File: src/rtl/match_accum_pkg.sv
// match_accum_pkg: shared state/mode encodings for the conditional accumulator
package match_accum_pkg;
  localparam logic [1:0] ENC_RUN = 2'd0;
  localparam logic [1:0] ENC_HIT = 2'd1;
  localparam logic [1:0] ENC_LOCK = 2'd2;
  localparam logic [1:0] ENC_EQ = 2'd0;
  localparam logic [1:0] ENC_LE = 2'd1;
  localparam logic [1:0] ENC_ALWAYS = 2'd2;
  localparam logic [1:0] ENC_HOLD = 2'd3;
  typedef enum logic [1:0] {RUN = ENC_RUN, HIT = ENC_HIT, LOCK = ENC_LOCK} state_e;
  typedef enum logic [1:0] {EQ = ENC_EQ, LE = ENC_LE, ALWAYS = ENC_ALWAYS, HOLD = ENC_HOLD} mode_e;
endpackage

File: src/rtl/match_accum_add.sv
// match_accum_add: WIDTH-bit adder with carry out; saturates when MATCH_ACCUM_SAT_EN is defined
module match_accum_add #(
  parameter int WIDTH = 2
) (
  input  logic [WIDTH-1:0] a,
  input  logic [WIDTH-1:0] b,
  output logic [WIDTH-1:0] sum,
  output logic             carry
);
  logic [WIDTH:0] s;
  assign s = {1'b0, a} + {1'b0, b};
  assign carry = s[WIDTH];
`ifdef MATCH_ACCUM_SAT_EN
  assign sum = s[WIDTH] ? '1 : s[WIDTH-1:0];
`else
  assign sum = s[WIDTH-1:0];
`endif
endmodule

File: src/rtl/match_accum_fsm.sv
// match_accum_fsm: conditional accumulator with target-hit counter and lock FSM (MATCH_ACCUM_SAT_EN selects saturating add)
module match_accum_fsm
  import match_accum_pkg::*;
#(
  parameter int WIDTH = 2,
  parameter int INIT = 1,
  parameter int TARGET = 2,
  parameter int LOCK_HITS = 3,
  parameter int CNT_W = 4
) (
  input  logic             clk,
  input  logic             reset,
  input  logic             en,
  input  logic             clr,
  input  logic [1:0]       mode,
  input  logic [WIDTH-1:0] add,
  output logic [WIDTH-1:0] x_out,
  output logic             z1,
  output logic             ovf,
  output logic [CNT_W-1:0] hit_cnt,
  output logic [1:0]       state
);
  localparam logic [WIDTH-1:0] INIT_V = WIDTH'(INIT);
  localparam logic [WIDTH-1:0] TGT_V = WIDTH'(TARGET);
  localparam logic [CNT_W-1:0] LOCK_V = CNT_W'(LOCK_HITS);
  logic [WIDTH-1:0] x_q, x_d, nx;
  logic [CNT_W-1:0] hit_cnt_q, hit_cnt_d, cnt_inc;
  logic             ovf_q, ovf_d, carry, cond, upd, hit;
  state_e           state_q, state_d;
  match_accum_add #(.WIDTH(WIDTH)) u_add (.a(x_q), .b(add), .sum(nx), .carry(carry));
  // next-state: clr beats update; LOCK freezes everything; stray encodings fall back to RUN
  always_comb begin
    cond = mode == ENC_EQ ? add == x_q : mode == ENC_LE ? add <= x_q : mode == ENC_ALWAYS;
    upd = en && cond && state_q != LOCK;
    hit = upd && nx == TGT_V;
    cnt_inc = hit_cnt_q == '1 ? hit_cnt_q : hit_cnt_q + 1'b1;
    x_d = clr ? INIT_V : upd ? nx : x_q;
    ovf_d = !clr && upd && carry;
    hit_cnt_d = clr ? '0 : hit ? cnt_inc : hit_cnt_q;
    state_d = clr ? RUN
            : state_q == LOCK ? LOCK
            : state_q != RUN && state_q != HIT ? RUN
            : hit ? (cnt_inc == LOCK_V ? LOCK : HIT)
            : upd ? RUN : state_q;
  end
  // registered state with synchronous reset
  always_ff @(posedge clk) begin
    if (reset) begin
      x_q <= INIT_V;
      ovf_q <= 1'b0;
      hit_cnt_q <= '0;
      state_q <= RUN;
    end else begin
      x_q <= x_d;
      ovf_q <= ovf_d;
      hit_cnt_q <= hit_cnt_d;
      state_q <= state_d;
    end
  end
  assign x_out = x_q;
  assign z1 = x_q == TGT_V;
  assign ovf = ovf_q;
  assign hit_cnt = hit_cnt_q;
  assign state = state_q;
endmodule

File: config.mk
export PLATFORM = sky130hd
export DESIGN_NAME = match_accum_fsm
export DESIGN_NICKNAME = d
export VERILOG_FILES = /design/src/rtl/match_accum_pkg.sv /design/src/rtl/match_accum_add.sv /design/src/rtl/match_accum_fsm.sv
export SDC_FILE = /design/constraint.sdc
export NUM_CORES = 1
export LEC_CHECK = 0
export BUFFER_PORTS_ARGS = -buffer_cell sky130_fd_sc_hd__clkbuf_2
export CAP_MARGIN = 20
export CORE_AREA = 2 2 39 41
export DETAILED_ROUTE_END_ITERATION = 10
export DIE_AREA = 0 0 41 43
export PLACE_DENSITY = 0.64
export SYNTH_ARGS = -nofsm -noshare
export SYNTH_HDL_FRONTEND = slang
export SYNTH_SLANG_ARGS = --single-unit
File: constraint.sdc
create_clock -name clk -period 2.5 [get_ports clk]
set_input_delay 0.625 -clock clk [delete_from_list [all_inputs] [get_ports clk]]
set_output_delay 0.625 -clock clk [all_outputs]
set_load 0.02 [all_outputs]
==> flow_summary.yaml, run 1 <==
run_status:
  status: "finished, final reports clean"
global_route:
  overflow: 0
  grt_max_degree: 10
  antenna_found_initial: 0
  track_usage: 0.1480
  grt_pass1_vias: 438
  grt_pass1_wl_mm: 1.794
timing:
  finalSetupTns_ns: 0
  rsz0062_at_grt: "no"
  fin_crit_sh: 0.8170
  worst_hold_slack_ns: 0.4785
  hold_viol: 0
  slew_headroom: 0.7797
  finalCriticalPeriod_ns: 2.043
  slew_violations: 0
  setup_viol: 0
  tightest_slew_ns: 0.3304
  clock_skew_ns: 0.008633
  clock.fmax_ghz: 0.4896
setup_path:
  reg2regPathDepth: 8
  cpMostUsedCell: "inv_1"
  crit_chain: "clkbuf_2 > ha_1 > inv_1 > fa_1 > inv_1 > nand4b_1 > nor2_1 > a21oi_1 > a311oi_1"
  path_class: "in2reg"
  cp_num_buf_inv: 3
  crit_slowest_cell: "fa_1"
  critPathCaptureType: "flop"
  crit_arrival_ns: 2.22
  cp_top_family: "adder cells"
  critical_path_depth: 9
  crit_path_max_incr_delay_ns: 0.41
  crit_path_max_fanout: 4
  cp-start-kind: "input port"
  required_ns: 2.67
route:
  wire_per_inst_um: 10.99
  vias: 463
  antenna_left: 0
  viasPerCell: 4.978
  routed_wl_mm: 1.022
  first_pass_iters: 3
  drt_iter0_markers: 1
  route.detailed.drc: 0
logic_synthesis:
  synth_top_area_share: 0.3404
  ys_seq_area_frac: 0.3404
  synth-seq-cells: 9
  netlist_instances: 57
  ys_warn_count: 0
  synth_top_area_cell: "dfxtp_1"
  syn_nets: 70
  synth.area.top_cells: "dfxtp_1, ha_1, nor2_1"
  synth.distinct_cells: 26
  netlist_area_um2: 529.3
  avgSynthCellArea_um2: 9.285
floorplan:
  fp-row-count: 14
  die_h_um: 43
  ioPinCount: 18
  core-area_mm2: 0.001384
  start_util: 0.3825
  fp.dieW_um: 41
  dieArea_mm2: 0.001763
clocking:
  cts_sinks: 9
  numCtsBuffers: 3
  cts_tree: "done"
  cts_resized: 0
  cts_setup_buffers: 0
  clock_path_buffers: 2
  cts_hold_buf: 0
  h-tree-depth: 1
  clock_latency_ns: 0.26
  cts_root_buf: "clkbuf_4"
  clkTransAtPathRegs_ns: 0.07
power:
  p_total_uw: 314.7
  total_leakage_power_uw: 0.0002986
  vdd_drop_max_mv: 0.2615
  powerDensity_mw_per_mm2: 479.1
placement:
  place.gp.congestion: 0.6802
  io_buffers: 17
  detailed_place_hpwl_um: 799.8
final_layout:
  nNetsFinal: 91
  final_util: 0.4747
  drive_above_1_share: 0.3377
  syn_to_final_growth_pct: 24.11
  diodes: 0
min_path:
  holdPathStages: 1
  hold_path.class: "reg2reg"
run:
  drv_cap: 0
[power by group]
part	switching, µW	internal [µW]	total, µW	leakage, µW
Clock	53.3	61.5	115	0.0000150
Combinational	28.8	23.2	52.0	0.000211
Sequential	2.16	146	148	0.0000728
[Yosys cell counts]
library cell	count
nor2b_1	2
nor3_1	3
or2_2	1
clkbuf_1	1
nand4b_4	1
fa_1	1
a21oi_1	2
nand3_1	2
a211oi_2	1
nor2b_4	1
ha_1	4
dfxtp_1	9
a221oi_2	1
mux2i_1	1
nand2_1	3
inv_1	5
a211oi_1	1
a211o_1	1
nand2b_1	2
xor2_1	1
a22oi_1	1
nand4b_1	1
a311o_2	1
a311oi_1	1
nor2_1	9
xnor2_1	1
[state kept, by name (all words and copies together), names as in the netlist]
name	flops
hit_cnt	4
x_out	2
state	2
ovf	1
[cells in the final DEF, fill, tap and decap left out, drive strengths merged]
cell	Yosys	layout
a311o	1	1
a221oi	1	1
nor3	3	3
nor2	9	9
or2	1	1
a21oi	2	2
clkbuf	1	21
ha	4	4
nand4b	2	2
a22oi	1	1
dfxtp	9	9
nor2b	3	3
fa	1	1
a211o	1	1
inv	5	5
nand2	3	3
a311oi	1	1
nand3	2	2
mux2i	1	1
xnor2	1	1
xor2	1	1
nand2b	2	2
a211oi	2	2
[cells by family (layout without fill, tap and decap cells)]
kind of cell | count (synthesis) | count (layout) | share of synthesized area
AOI/OAI and AO/OA | 9 | 9 | 0.1537
xor gates and xnor gates | 2 | 2 | 0.03310
adders and majority gates | 5 | 5 | 0.1324
buffers and inverters | 6 | 26 | 0.04255
DFF | 9 | 9 | 0.3404
muxes | 1 | 1 | 0.01891
and+or+nand+nor | 25 | 25 | 0.2789
[stage by stage]
| step | worst slack, ns | cells | area (µm²) |
|---|---|---|---|
| detailed placement | 0.1982 | 89 | 630.6 |
| floorplan | 0.3928 | 57 | 529.3 |
| finish | 0.4575 | 93 | 656.9 |
| CTS | 0.4346 | 93 | 656.9 |
| global route | 0.2839 | 93 | 656.9 |
| global placement | 0.2102 | 89 | 630.6 |
[final timing paths]
kind / startpoint / endpoint / slack, ns
worst min-delay path: state[1]$_SDFFE_PP0P_ / state[0]$_SDFFE_PP0P_ / 0.48
worst max-delay path: add[0] / hit_cnt[2]$_SDFFE_PP0P_ / 0.46
worst max register to register: x_out[0]$_SDFFE_PP1P_ / hit_cnt[2]$_SDFFE_PP0P_ / 0.51
worst min register to register: state[1]$_SDFFE_PP0P_ / state[0]$_SDFFE_PP0P_ / 0.48
[worst register-to-register path, stage by stage, from the launching register on]
cell and delay (ns):
dfxtp_1 0.41, ha_1 0.17, inv_1 0.05, fa_1 0.43, inv_1 0.09, nand4b_1 0.15, nor2_1 0.26, a21oi_1 0.11
a311oi_1 0.24
[layout make-up]
class / count / area (µm²)
Clock buffer: 4 / 26.28
Tap cell: 16 / 20.02
Inverter: 5 / 18.77
Timing Repair Buffer: 17 / 85.08
Fill cell: 147 / 726.9
Sequential cell: 9 / 180.2
Multi-Input combinational cell: 42 / 326.6
[per-layer routing]
metal | global-route usage | part of all wire
met1 | 0.1786 | 0.46
met2 | 0.2313 | 0.47
met3 | 0.03141 | 0.059
met4 | 0.08000 | 0.0039
met5 | 0 | 0
Note: power is estimated with default switching activity, not from simulation.
==> run 2: changes to the inputs <==
PLACE_DENSITY = 0.66   (was 0.64)
clock period = 1.7 ns   (was 2.5 ns; I/O delays follow)
==> flow_summary.yaml, run 2 (synthesized netlist as in run 1, its figures left out) <==
run_status:
  status: "finished, violations left"
  failed_checks: "negative setup slack"
power:
  total_leakage_power_uw: 0.0003590
  vdd_drop_max_mv: 0.5575
  powerDensity_mw_per_mm2: 646.1
  pwr-share-comb: 0.270
  swShare: 0.2628
  switchingPower_uw: 135.8
  seq_power_share: 0.418
  clockPowerShare: 0.312
  intPower_uw: 380.8
clocking:
  cts_tree: "done"
  clock_path_buffers: 2
  clock_latency_ns: 0.25
  numCtsBuffers: 3
  cts_root_buf: "clkbuf_4"
  clkTransAtPathRegs_ns: 0.06
  cts_sinks: 9
  h-tree-depth: 1
global_route:
  overflow: 0
  track_usage: 0.1692
  antenna_found_initial: 0
  grt_pass1_vias: 471
  grt_pass1_wl_mm: 1.959
  grt_max_degree: 10
floorplan:
  fp-row-count: 14
  dieArea_mm2: 0.001763
  ioPinCount: 18
  die_h_um: 43
  start_util: 0.3825
  fp.dieW_um: 41
  core-area_mm2: 0.001384
setup_path:
  cp-start-kind: "flop"
  crit_start: "x_out[0]$_SDFFE_PP1P_"
  rrSetupSlack_ns: -0.21
  crit_arrival_ns: 2.05
  required_ns: 1.84
  critPathCaptureType: "flop"
  reg2regPathDepth: 8
  r2r_start: "x_out[0]$_SDFFE_PP1P_"
  worst_setup_path_endpoint: "hit_cnt[0]$_SDFFE_PP0P_"
  path_class: "reg2reg"
  crit_path_max_fanout: 3
  reg2reg_to: "hit_cnt[0]$_SDFFE_PP0P_"
placement:
  placed_area_um2: 703.2
  detailed_place_hpwl_um: 855.6
  dpl.cell_count: 96
  post-place-ws_ns: -0.3760
  io_buffers: 17
  place.gp.congestion: 0.6611
timing:
  rsz0062_at_grt: "yes"
  clock_skew_ns: 0.007685
  layout_setup_ws_ns: -0.2093
  finalCriticalPeriod_ns: 1.909
  setup_viol: 8
  clock.fmax_ghz: 0.5238
  tightest_slew_ns: 0.2819
  fin_crit_sh: 1.123
  hold_viol: 0
  slew_violations: 0
  worst_hold_slack_ns: 0.4958
  slew_headroom: 0.8121
route:
  vias: 504
  routed_wl_mm: 1.199
  first_pass_iters: 2
  wire_per_inst_um: 11.42
  drt_iter0_markers: 2
  antenna_left: 0
  route.detailed.drc: 0
  viasPerCell: 4.800
final_layout:
  diodes: 0
  nNetsFinal: 103
  design_area_um2: 799.5
  drive_above_1_share: 0.5169
  fillCellCount: 129
  mostFrequentLayoutCell: "clkbuf_2"
  syn_to_final_growth_pct: 51.06
  largest_reg_flops: 4
  final_cell_mix: "clkbuf_2, buf_4, nor2_1"
  stdcell_count: 105
min_path:
  min_from: "state[1]$_SDFFE_PP0P_"
  hold_path.class: "reg2reg"
run:
  drv_cap: 0
run 2: changes by cell type in the layout (fill, tap and decap cells not counted), sizes merged:
cell	change
buf	+12
run 2: power by group through the flow:
stage	Clock (µW)	Combinational, µW	Sequential [µW]
3_3_place_gp	0	94.7	220
6_report	161	139	216
2_1_floorplan	0	52.6	226
4_1_cts	168	133	216
3_5_place_dp	0	95.6	221
5_1_grt	183	152	216
run 2: cell type report:
class	instances	area [µm²]	share of cell area
clock buffer	4	26.28	0.03286
multi-input combinational	42	364.1	0.4554
timing repair buffer	29	182.7	0.2285
tap	16	20.02	0.02504
sequential	9	187.7	0.2347
inverter	5	18.77	0.02347
run 2: worst min-delay path by stage:
stage,slack [ns],endpoint,cells past startpoint
floorplan,0.54,x_out[0]$_SDFFE_PP1P_,1
global placement,0.47,state[0]$_SDFFE_PP0P_,1
detailed placement,0.49,state[0]$_SDFFE_PP0P_,1
CTS,0.49,state[0]$_SDFFE_PP0P_,1
global route,0.52,state[0]$_SDFFE_PP0P_,1
finish,0.50,state[0]$_SDFFE_PP0P_,1
run 2: metrics by stage:
stage	total power (µW)	util	setup TNS, ns
final	516.6	0.5778	-0.6022
after global placement	315.0	0.5081	-1.895
after global routing	551.4	0.5778	-1.515
after detailed placement	316.3	0.5081	-2.146
after CTS	517.4	0.5723	-0.6457
after floorplan	278.1	-	-0.4299
run 2: worst max-delay path, cell delays in order (launching register included):
cell and delay (ns):
dfxtp_4 0.35, ha_4 0.15, inv_2 0.04, fa_1 0.41, inv_1 0.08, nand4b_1 0.14, a311o_2 0.37, xor2_1 0.19
nor2_1 0.07
run 2: timing repair:
action,in CTS,in global routing
hold buffers,0,0
pin swaps,3,0
setup buffers,4,1
setup endpoints to repair,7,8
gates resized for setup,6,0
run 2: layer usage:
layer  wire [µm]  global-route usage  up-vias
met5           0                   0        -
met1         513              0.1948      224
met4          20              0.1000        0
met2         590              0.2625       14
li1            -                   -      264
met3          75             0.04712        2
